File: config.mk
export PLATFORM = sky130hd
export DESIGN_NAME = timer_bank
export DESIGN_NICKNAME = d
export VERILOG_FILES = /design/src/rtl/timer_bank_pkg.sv /design/src/rtl/timer_channel.sv /design/src/rtl/timer_bank.sv
export SDC_FILE = /design/constraint.sdc
export NUM_CORES = 1
export LEC_CHECK = 0
export CAP_MARGIN = 10
export CORE_MARGIN = 5
export CORE_UTILIZATION = 40
export DETAILED_ROUTE_END_ITERATION = 12
export PLACE_DENSITY_LB_ADDON = 0.08
export SYNTH_ARGS = -nofsm -noshare
export SYNTH_HDL_FRONTEND = slang
export SYNTH_HIERARCHICAL = 1
export SYNTH_SLANG_ARGS = --single-unit
File: constraint.sdc
create_clock -name clk -period 6.6 [get_ports clk]
set_input_delay 1.32 -clock clk [delete_from_list [all_inputs] [get_ports clk]]
set_output_delay 1.32 -clock clk [all_outputs]
set_load 0.05 [all_outputs]
File: src/rtl/timer_bank_pkg.sv
// Shared register-map constants and types for the multi-channel timer bank.
package timer_bank_pkg;

  localparam logic [1:0] OFF_CTRL    = 2'd0;
  localparam logic [1:0] OFF_LOAD    = 2'd1;
  localparam logic [1:0] OFF_COUNT   = 2'd2;
  localparam logic [1:0] OFF_STATUS  = 2'd3;
  localparam logic [1:0] OFF_PRESC   = 2'd0;
  localparam logic [1:0] OFF_DONEALL = 2'd1;

  localparam int unsigned CTRL_EN       = 0;
  localparam int unsigned CTRL_PERIODIC = 1;
  localparam int unsigned CTRL_IRQ_EN   = 2;

  typedef struct packed {
    logic irq_en;
    logic periodic;
    logic en;
  } ctrl_t;

  typedef enum logic {
    CH_IDLE,
    CH_RUN
  } ch_state_t;

endpackage

File: src/rtl/timer_channel.sv
// One down-counter channel: CTRL/LOAD registers, sticky DONE flag and IDLE/RUN FSM.
module timer_channel
  import timer_bank_pkg::*;
#(
  parameter int unsigned CNT_W = 32
) (
  input  logic             clk,
  input  logic             reset,
  input  logic             tick,
  input  logic             wr_ctrl,
  input  logic             wr_load,
  input  logic             w1c,
  input  logic [31:0]      wdata,
  output logic [CNT_W-1:0] count,
  output logic [CNT_W-1:0] load,
  output logic             done,
  output ctrl_t            ctrl
);

  ch_state_t state;
  logic      disable_wr;
  logic      run_tick;
  logic      expire;

  // A CTRL write that clears EN pre-empts any tick in the same cycle.
  always_comb begin
    disable_wr = wr_ctrl && !wdata[CTRL_EN];
    run_tick   = (state == CH_RUN) && tick && !disable_wr;
    expire     = run_tick && (count <= CNT_W'(1));
  end

  always_ff @(posedge clk) begin
    if (reset) begin
      state <= CH_IDLE;
      ctrl  <= '0;
      load  <= '0;
      count <= '0;
      done  <= 1'b0;
    end else begin
      if (wr_load) load <= wdata[CNT_W-1:0];
      if (wr_ctrl) begin
        ctrl.en       <= wdata[CTRL_EN];
        ctrl.periodic <= wdata[CTRL_PERIODIC];
        ctrl.irq_en   <= wdata[CTRL_IRQ_EN];
      end
      if (w1c) done <= 1'b0;
      if (expire) done <= 1'b1;
      case (state)
        CH_IDLE: begin
          if (wr_ctrl && wdata[CTRL_EN]) begin
            count <= load;
            state <= CH_RUN;
          end
        end
        CH_RUN: begin
          if (disable_wr) begin
            state <= CH_IDLE;
          end else if (run_tick) begin
            if (!expire) begin
              count <= count - CNT_W'(1);
            end else if (ctrl.periodic) begin
              count <= load;
            end else begin
              count   <= '0;
              ctrl.en <= 1'b0;
              state   <= CH_IDLE;
            end
          end
        end
        default: state <= CH_IDLE;
      endcase
    end
  end

endmodule

File: src/rtl/timer_bank.sv
// Memory-mapped bank of N_CH timers sharing one prescaler; reads are combinational.
module timer_bank
  import timer_bank_pkg::*;
#(
  parameter int unsigned N_CH    = 4,
  parameter int unsigned CNT_W   = 32,
  parameter int unsigned PRESC_W = 16,
  parameter int unsigned AW      = $clog2((N_CH + 1) * 4)
) (
  input  logic            clk,
  input  logic            reset,
  input  logic [AW-1:0]   addr,
  input  logic [31:0]     wdata,
  input  logic            we,
  output logic [31:0]     rdata,
  output logic [N_CH-1:0] done_o,
  output logic            irq
);

  localparam int unsigned SW = AW - 2;

  logic [SW-1:0]      sel;
  logic [1:0]         off;
  logic               glob_hit;
  logic               wr_presc;
  logic [PRESC_W-1:0] presc;
  logic [PRESC_W-1:0] presc_cnt;
  logic               tick;

  logic [CNT_W-1:0]   count_q [N_CH];
  logic [CNT_W-1:0]   load_q  [N_CH];
  ctrl_t              ctrl_q  [N_CH];
  logic [N_CH-1:0]    done_vec;
  logic [N_CH-1:0]    irq_en_vec;

  assign sel      = addr[AW-1:2];
  assign off      = addr[1:0];
  assign glob_hit = (32'(sel) == N_CH);
  assign wr_presc = we && glob_hit && (off == OFF_PRESC);
  assign tick     = (presc_cnt == presc);

  always_ff @(posedge clk) begin
    if (reset) begin
      presc     <= '0;
      presc_cnt <= '0;
    end else if (wr_presc) begin
      presc     <= wdata[PRESC_W-1:0];
      presc_cnt <= '0;
    end else if (tick) begin
      presc_cnt <= '0;
    end else begin
      presc_cnt <= presc_cnt + PRESC_W'(1);
    end
  end

  for (genvar k = 0; k < N_CH; k++) begin : g_ch
    logic hit;
    assign hit = we && (32'(sel) == k);

    timer_channel #(
      .CNT_W(CNT_W)
    ) u_ch (
      .clk    (clk),
      .reset  (reset),
      .tick   (tick),
      .wr_ctrl(hit && (off == OFF_CTRL)),
      .wr_load(hit && (off == OFF_LOAD)),
      .w1c    (hit && (off == OFF_STATUS) && wdata[0]),
      .wdata  (wdata),
      .count  (count_q[k]),
      .load   (load_q[k]),
      .done   (done_vec[k]),
      .ctrl   (ctrl_q[k])
    );

    assign irq_en_vec[k] = ctrl_q[k].irq_en;
  end

  assign done_o = done_vec;
  assign irq    = |(done_vec & irq_en_vec);

  always_comb begin
    rdata = '0;
    for (int unsigned i = 0; i < N_CH; i++) begin
      if (32'(sel) == i) begin
        case (off)
          OFF_CTRL:   rdata = 32'(ctrl_q[i]);
          OFF_LOAD:   rdata = 32'(load_q[i]);
          OFF_COUNT:  rdata = 32'(count_q[i]);
          OFF_STATUS: rdata = 32'(done_vec[i]);
          default:    rdata = '0;
        endcase
      end
    end
    if (glob_hit) begin
      case (off)
        OFF_PRESC:   rdata = 32'(presc);
        OFF_DONEALL: rdata = 32'(done_vec);
        default:     rdata = '0;
      endcase
    end
  end

endmodule

After elaboration in Yosys (flattened, before gate mapping)
Index checks and enable logic that the tools add are counted.
{"block": "classes", "reduce_logical": 59, "n_bitwise": 5, "multipliers": 0, "eq_ne": 20, "n_addsub": 5, "n_mux": 90, "order_cmp": 4, "shift": 0, "div_mod_pow": 0}
{"op": "$mux W32", "count": 25}
{"op": "$pmux W32 S4", "count": 4}
{"op": "$pmux W32 S2", "count": 4}
{"op": "$le A32 B1 Y1 const B", "count": 4}
{"op": "$sub A32 B1 Y32 const B", "count": 4}
{"op": "$mux W1", "count": 52}
{"op": "$logic_and A1 B1 Y1", "count": 42}
{"op": "$pmux W16 S2", "count": 1}
{"op": "$add A16 B1 Y16 const B", "count": 1}
{"op": "$eq A16 B16 Y1", "count": 1}
{"op": "$ne A2 B2 Y1 const B", "count": 8}
{"op": "$reduce_and A3 Y1", "count": 4}
{"op": "$ne A2 B1 Y1 const B", "count": 4}
{"op": "$pmux W1 S2", "count": 4}
{"op": "$reduce_bool A2 Y1", "count": 4}
{"op": "$eq A3 B2 Y1 const B", "count": 2}
{"op": "$logic_not A1 Y1", "count": 5}
{"op": "$and A4 B4 Y4", "count": 1}
{"op": "$eq A2 B2 Y1 const B", "count": 2}
{"op": "$not A1 Y1", "count": 4}
{"op": "$reduce_or A4 Y1", "count": 1}
{"op": "$eq A3 B1 Y1 const B", "count": 1}
{"op": "$eq A3 B3 Y1 const B", "count": 1}
{"op": "$logic_not A3 Y1", "count": 1}
{"op": "3 further kinds", "count": 3}
{"block": "word_totals", "ff_bits": 308, "romBits": 0, "latchBits": 0, "ram_bits": 0, "n_memories": 0, "output_inout_bits": 37}

Logic depth before layout (Yosys ltp)
Gate-level depths: netlist of run 1.
{"block": "logic_depth", "depth_word": 11, "mapped_depth": 15, "depth_no_buf": 9}

By module
Netlist of run 1, hierarchy kept.
{"module": "timer_channel", "area_each_um2": 3570.9, "instances": 4, "cells_per_inst": 406}
{"module": "timer_bank", "area_each_um2": 4051.4, "instances": 1, "cells_per_inst": 491}

Least setup slack after synthesis of run 1
Ideal clock, no wire load.
{"block": "synth_path", "path_type": "input port to output port", "start": "input port addr[0]", "end": "output port rdata[30]", "setup_slack_ns": 0.751, "arrival_time_ns": 4.529, "path_stages": 6, "path_buffers": 3, "cell_sequence": "buf_6 > nor2b_1 > buf_4 > clkbuf_1 > a221oi_1 > a2111oi_0"}
{"block": "synth_between", "elab_chain_cells": 7, "elab_cells_between_ends": 13, "cone_classes": "eq/ne: 3; mux: 9; reduce/logical: 1"}
{"element": "start, declared", "line": "timer_bank.sv:12", "rtl": "input logic [AW-1:0] addr,"}
{"element": "$eq A2 B2 Y1, or another cell as far along", "line": "timer_bank.sv:86", "rtl": "case (off)"}
{"element": "$pmux W32 S4", "line": "timer_bank.sv:86"}
{"element": "$mux W32 (3 in series)", "line": "timer_bank.sv:85", "rtl": "if (32'(sel) == i) begin"}
{"element": "$mux W32 (*)", "line": "timer_bank.sv:85"}
{"element": "$mux W32 (*)", "line": "timer_bank.sv:95", "rtl": "if (glob_hit) begin"}
{"element": "end, declared", "line": "timer_bank.sv:15", "rtl": "output logic [31:0] rdata,"}
Mark *: on every way between the ends. The rest lies on a longest branch, timed or not.

Worst setup path in the final report of run 1
{"block": "layout_path", "start": "input port addr[0]", "end": "output port rdata[29]"}
Same word-level chain as after synthesis.

==> results_dict.tcl, run 1 <==
set metrics [dict create \
    drc 0 \
    holdPathStages 2 \
    synth_top_area_share 0.336 \
    cts.reportedPaths.clkPinSlew_ps 60 \
    hold_viol_final 0 \
    synthesis.nets 2164 \
    ant_nets 0 \
    ff2ff_setup_slack_ps 2390 \
    rsz0062_at_grt "no" \
    grt_first_pass_wirelength_um 110000 \
    final_util 0.456 \
    clock.fmax_mhz 175 \
    period_minus_slack_ps 5710 \
    drt_iter0_drc 1784 \
    grt_overflow 0 \
    io_pins 77 \
    synth_ff_type "dfxtp_1" \
    dieArea_um2 50200 \
    tightest_slew_ps 1270 \
    setup_viol 0 \
    cts_tree "built" \
    fin_skew_ps 13.3 \
    synth_seq_cells 308 \
    clock_latency_ps 560 \
    drt_first_pass_iters 5 \
    start_util 0.404 \
    vias 17536 \
    r2r_cells 9 \
    die_w_um 224 \
    crit_arrival_ps 4390 \
    max_cap_violations 0 \
    crit_chain "clkdlybuf4s50_1 -> buf_4 -> and2b_4 -> buf_4 -> a22oi_1 -> mux4_2 -> nor2_1 -> buf_12" \
    post_drt_via_cell_ratio 6.41 \
    cellLeakagePower_uw 0.00713 \
    wirelength_um 73600 \
    crit_type "in2out" \
    synth_warnings 6 \
    postPlaceCellArea_um2 19400 \
    final-max-slew-violation-count 0 \
    synth.most_common_cell "dfxtp_1" \
    cts_root_buf "clkbuf_16" \
    syn_to_final_growth_pct 12.9 \
    row_count 78 \
    postCtsHoldBufs 0 \
    status "finished, final reports clean" \
    hold_slack_ps 479 \
    post_cts_resized 0 \
    synth_area_leaders "dfxtp_1, mux2i_1, nor2_1" \
    synth_edf_count 0 \
    first_global_vias 16584 \
    postCtsSetupBuffers 0 \
    htreeDepth 2 \
    seq_area_um2 6170 \
    grt_max_degree 93 \
    yosysTopAreaCell "dfxtp_1" \
    grt_use_total 0.283 \
    crit_path_max_incr_delay_ps 790 \
    synthCells 2115 \
    crit_top_cell "buf_4" \
    path_max_fanout 68 \
    required_ps 5280 \
    synthTopCellsByCount "dfxtp_1, nor2_1, mux2i_1" \
    core_um2 45400 \
    hp-class "reg2reg" \
    ys_async_sr_fraction 0 \
    synth.yosys.seq_area_share 0.336 \
    gp_congestion 0.944 \
    critical_path.slowest_cell "and2b_4" \
    clkSinkCount 308 \
    hpwl_um 54300 \
    numCtsBuffers 38 \
    io_buffers 76 \
    slew_headroom 0.151 \
    wl_per_cell_um 26.9 \
    fp.dieH_um 224 \
    finalCritPeriodShare 0.865 \
    finalSetupTns_ps 0 \
    multi_input_area_um2 11000 \
    antenna_found_initial 1 \
    nNetsFinal 2156 \
    synth_area_per_cell_um2 8.67 \
    post-route-cell-area_um2 20700 \
    netlist_area_um2 18300 \
    clockBufferDepth 3 \
    final_layout_size_suffix_gt1_frac 0.117 \
    peakVddDrop_mv 0.215 \
    fill_cells 4453 \
    critPathCaptureType "output port" \
    synth.distinct_cells 81 \
    startpoint_type "primary input" \
    power.density_nw_per_um2 212 \
]
==> metal layers <==
metal  share of wire  global-route usage  vias up
li1                -                   -     7999
met1            0.44               0.401     8618
met2            0.45               0.442      782
met3           0.071              0.0411      137
met4           0.038               0.100        0
met5               0                   0        -
==> metrics by stage <==
step / instances / setup WS [ps] / total power (uW)
4_1_cts: 2734 / 956 / 4420
2_1_floorplan: 2115 / 751 / 2150
5_1_grt: 2735 / 762 / 4520
3_3_place_gp: 2667 / 977 / 2290
3_5_place_dp: 2667 / 964 / 2300
6_report: 2735 / 890 / 4390
==> power by group <==
group          switching [uW]  internal [uW]  total [uW]
Sequential               18.6           1870        1890
Combinational             261            113         374
Clock                     854           1270        2120
Total                    1130           3250        4390
==> state kept, by name (all words and copies together), names as in the netlist <==
register / cells
g_ch.u_ch/done: 4
g_ch.u_ch/state: 4
g_ch.u_ch/ctrl: 12
presc_cnt: 16
g_ch.u_ch/load: 128
presc: 16
g_ch.u_ch/count: 128
==> critical path: cells and delay by family <==
kind	cells	cell delay (ps)
buf+inv	4	1340
simple gates	2	1050
compound gates	1	110
mux	1	480
==> layout make-up <==
type	instances	area share
Antenna cell	1	0.000121
Clock buffer	61	0.0574
Clock inverter	6	0.00302
Inverter	71	0.0129
Multi-Input combinational cell	1565	0.532
Sequential cell	308	0.298
Tap cell	600	0.0363
Timing Repair Buffer	123	0.0604
==> cell usage in the layout (no fill, tap or decap), types with 29 or more instances in the layout <==
cell,count
nor2_1,268
buf_4,58
o22ai_1,29
inv_1,67
a21oi_1,101
xnor2_1,33
nor3_1,63
nand2_1,85
clkdlybuf4s50_1,45
nor4_1,34
nand3_1,69
a221o_1,30
mux2i_1,166
a22oi_1,96
clkbuf_16,39
or3_1,34
nand2b_1,30
dfxtp_1,308
==> final timing paths <==
path,from,endpoint
worst max-delay path,addr[0],rdata[29]
worst min-delay path,g_ch[2].u_ch/ctrl[0]$_SDFF_PP0_,g_ch[2].u_ch/ctrl[0]$_SDFF_PP0_
worst max register to register,presc[5]$_SDFFE_PP0P_,g_ch[0].u_ch/count[12]$_SDFFE_PP0P_
worst min register to register,g_ch[2].u_ch/ctrl[0]$_SDFF_PP0_,g_ch[2].u_ch/ctrl[0]$_SDFF_PP0_
==> logic make-up after synthesis <==
| group | Yosys count | share of synthesized area |
|---|---|---|
| AOI/OAI and AO/OA | 557 | 0.229 |
| xor gates and xnor gates | 43 | 0.0205 |
| adders and majority gates | 9 | 0.00614 |
| buffers and inverters | 242 | 0.0654 |
| DFF | 308 | 0.336 |
| muxes | 191 | 0.117 |
| and+or+nand+nor | 765 | 0.225 |
No activity file was read; power rests on OpenSTA's default activity.
==> run 2: changes to the inputs <==
--- a/config.mk
+++ b/config.mk
@@ -10,6 +10,7 @@
 export CORE_UTILIZATION = 40
 export DETAILED_ROUTE_END_ITERATION = 12
 export PLACE_DENSITY_LB_ADDON = 0.08
+export SLEW_MARGIN = 20
 export SYNTH_ARGS = -nofsm -noshare
 export SYNTH_HDL_FRONTEND = slang
 export SYNTH_HIERARCHICAL = 1
==> run 2 against run 1 <==
Compared with the run above: routed wire length about the same; sequential share of layout area about the same; die area unchanged; setup slack got worse by 1.9 ps; critical path depth unchanged; sequential cell count unchanged; final cell count unchanged; global-route usage unchanged; combinational power about the same; maximum frequency about the same; via count decreased by 0.17%.
==> results_dict.tcl, run 2 (same netlist as run 1, synthesis figures left out) <==
set metrics [dict create \
    finalCritPeriodShare 0.865 \
    timing.final.ws_setup_ps 889 \
    vias 17507 \
    io_buffers 76 \
    multi_input_area_um2 11000 \
    hold_viol_final 0 \
    cellLeakagePower_uw 0.00713 \
    syn_to_final_growth_pct 13.0 \
    setup_viol 0 \
    wl_per_cell_um 26.9 \
    postCtsSetupBuffers 0 \
    crit_arrival_ps 4390 \
    path_max_fanout 68 \
    numCtsBuffers 38 \
    cts_root_buf "clkbuf_16" \
    grt_max_degree 93 \
    row_count 78 \
    grt_use_total 0.283 \
    fill_cells 4452 \
    max_cap_violations 0 \
    gp_congestion 0.944 \
    hpwl_um 54300 \
    grt_first_pass_wirelength_um 110000 \
    htreeDepth 2 \
    ant_nets 0 \
    seq_area_um2 6170 \
    slew_headroom 0.254 \
    drt_iter0_drc 1743 \
    antenna_found_initial 1 \
    cts_tree "built" \
    startpoint_type "primary input" \
    routed.top_layer "met4" \
    nNetsFinal 2156 \
    fin_skew_ps 12.5 \
    finalSetupTns_ps 0 \
    final_layout_size_suffix_gt1_frac 0.118 \
    io_pins 77 \
    grt_overflow 0 \
    drc 0 \
    postCtsHoldBufs 0 \
    die_w_um 224 \
    clock.fmax_mhz 175 \
    status "finished, final reports clean" \
    reg_top3 "g_ch.u_ch/count x128, g_ch.u_ch/load x128" \
    final_common_cell "dfxtp_1" \
    post_cts_resized 0 \
    final-max-slew-violation-count 0 \
    first_global_vias 16584 \
    final_util 0.456 \
    placed_cells 2667 \
    drt_first_pass_iters 5 \
    core_um2 45400 \
    power.density_nw_per_um2 212 \
    critPathCaptureType "output port" \
    pre_cts_ws_ps 964 \
    power_uw 4390 \
    peakVddDrop_mv 0.215 \
    wl_met3_um 5440 \
    final_cell_mix "dfxtp_1, nor2_1, mux2i_1, a21oi_1, a22oi_1" \
    clockBufferDepth 3 \
    met1Wirelength_um 32600 \
    cts.reportedPaths.clkPinSlew_ps 60 \
    required_ps 5280 \
    hp-class "reg2reg" \
    period_minus_slack_ps 5710 \
    post_drt_via_cell_ratio 6.40 \
    crit_type "in2out" \
    clkSinkCount 308 \
    rsz0062_at_grt "no" \
    dieArea_um2 50200 \
    wirelength_um 73700 \
    wl_met2_um 32900 \
    fp.dieH_um 224 \
    start_util 0.404 \
    tightest_slew_ps 1110 \
    clock_latency_ps 560 \
    stdcell_count 2735 \
]
run 2: cell type report:
cell class,instances,share of cell area
Timing Repair Buffer,123,0.0604
Clock inverter,6,0.00302
Inverter,71,0.0129
Clock buffer,61,0.0574
Multi-Input combinational cell,1565,0.532
Antenna cell,1,0.000121
Tap cell,600,0.0362
Sequential cell,308,0.298
run 2: layer usage:
| metal | up-vias | track usage |
|---|---|---|
| li1 | 7998 | - |
| met1 | 8580 | 0.401 |
| met2 | 796 | 0.442 |
| met3 | 133 | 0.0411 |
| met4 | 0 | 0.100 |
| met5 | - | 0 |
run 2: path summary, 6_finish.rpt:
| path | from | endpoint | slack (ps) | depth (start not counted) |
|---|---|---|---|---|
| max | addr[0] | rdata[29] | 890 | 8 |
| min | g_ch[2].u_ch/ctrl[0]$_SDFF_PP0_ | g_ch[2].u_ch/ctrl[0]$_SDFF_PP0_ | 480 | 2 |
| max reg2reg | presc[5]$_SDFFE_PP0P_ | g_ch[0].u_ch/count[12]$_SDFFE_PP0P_ | 2420 | 9 |
| min reg2reg | g_ch[2].u_ch/ctrl[0]$_SDFF_PP0_ | g_ch[2].u_ch/ctrl[0]$_SDFF_PP0_ | 480 | 2 |
run 2: through the flow:
| stage | area [um^2] | hold WS [ps] |
|---|---|---|
| 2_1_floorplan | 18300 | 444 |
| 6_report | 20700 | 476 |
| 3_5_place_dp | 19400 | 462 |
| 3_3_place_gp | 19400 | 466 |
| 4_1_cts | 20700 | 474 |
| 5_1_grt | 20700 | 505 |
run 2: critical path, cell delays in order:
cell,delay (ps)
clkdlybuf4s50_1,460
buf_4,270
and2b_4,800
buf_4,430
a22oi_1,110
mux4_2,480
nor2_1,260
buf_12,180
run 2: power by group:
| part | internal [uW] | total [uW] | switching, uW | leakage [uW] |
|---|---|---|---|---|
| Clock | 1270 | 2120 | 854 | 0.000620 |
| Sequential | 1870 | 1890 | 18.6 | 0.00248 |
| Combinational | 113 | 375 | 262 | 0.00403 |
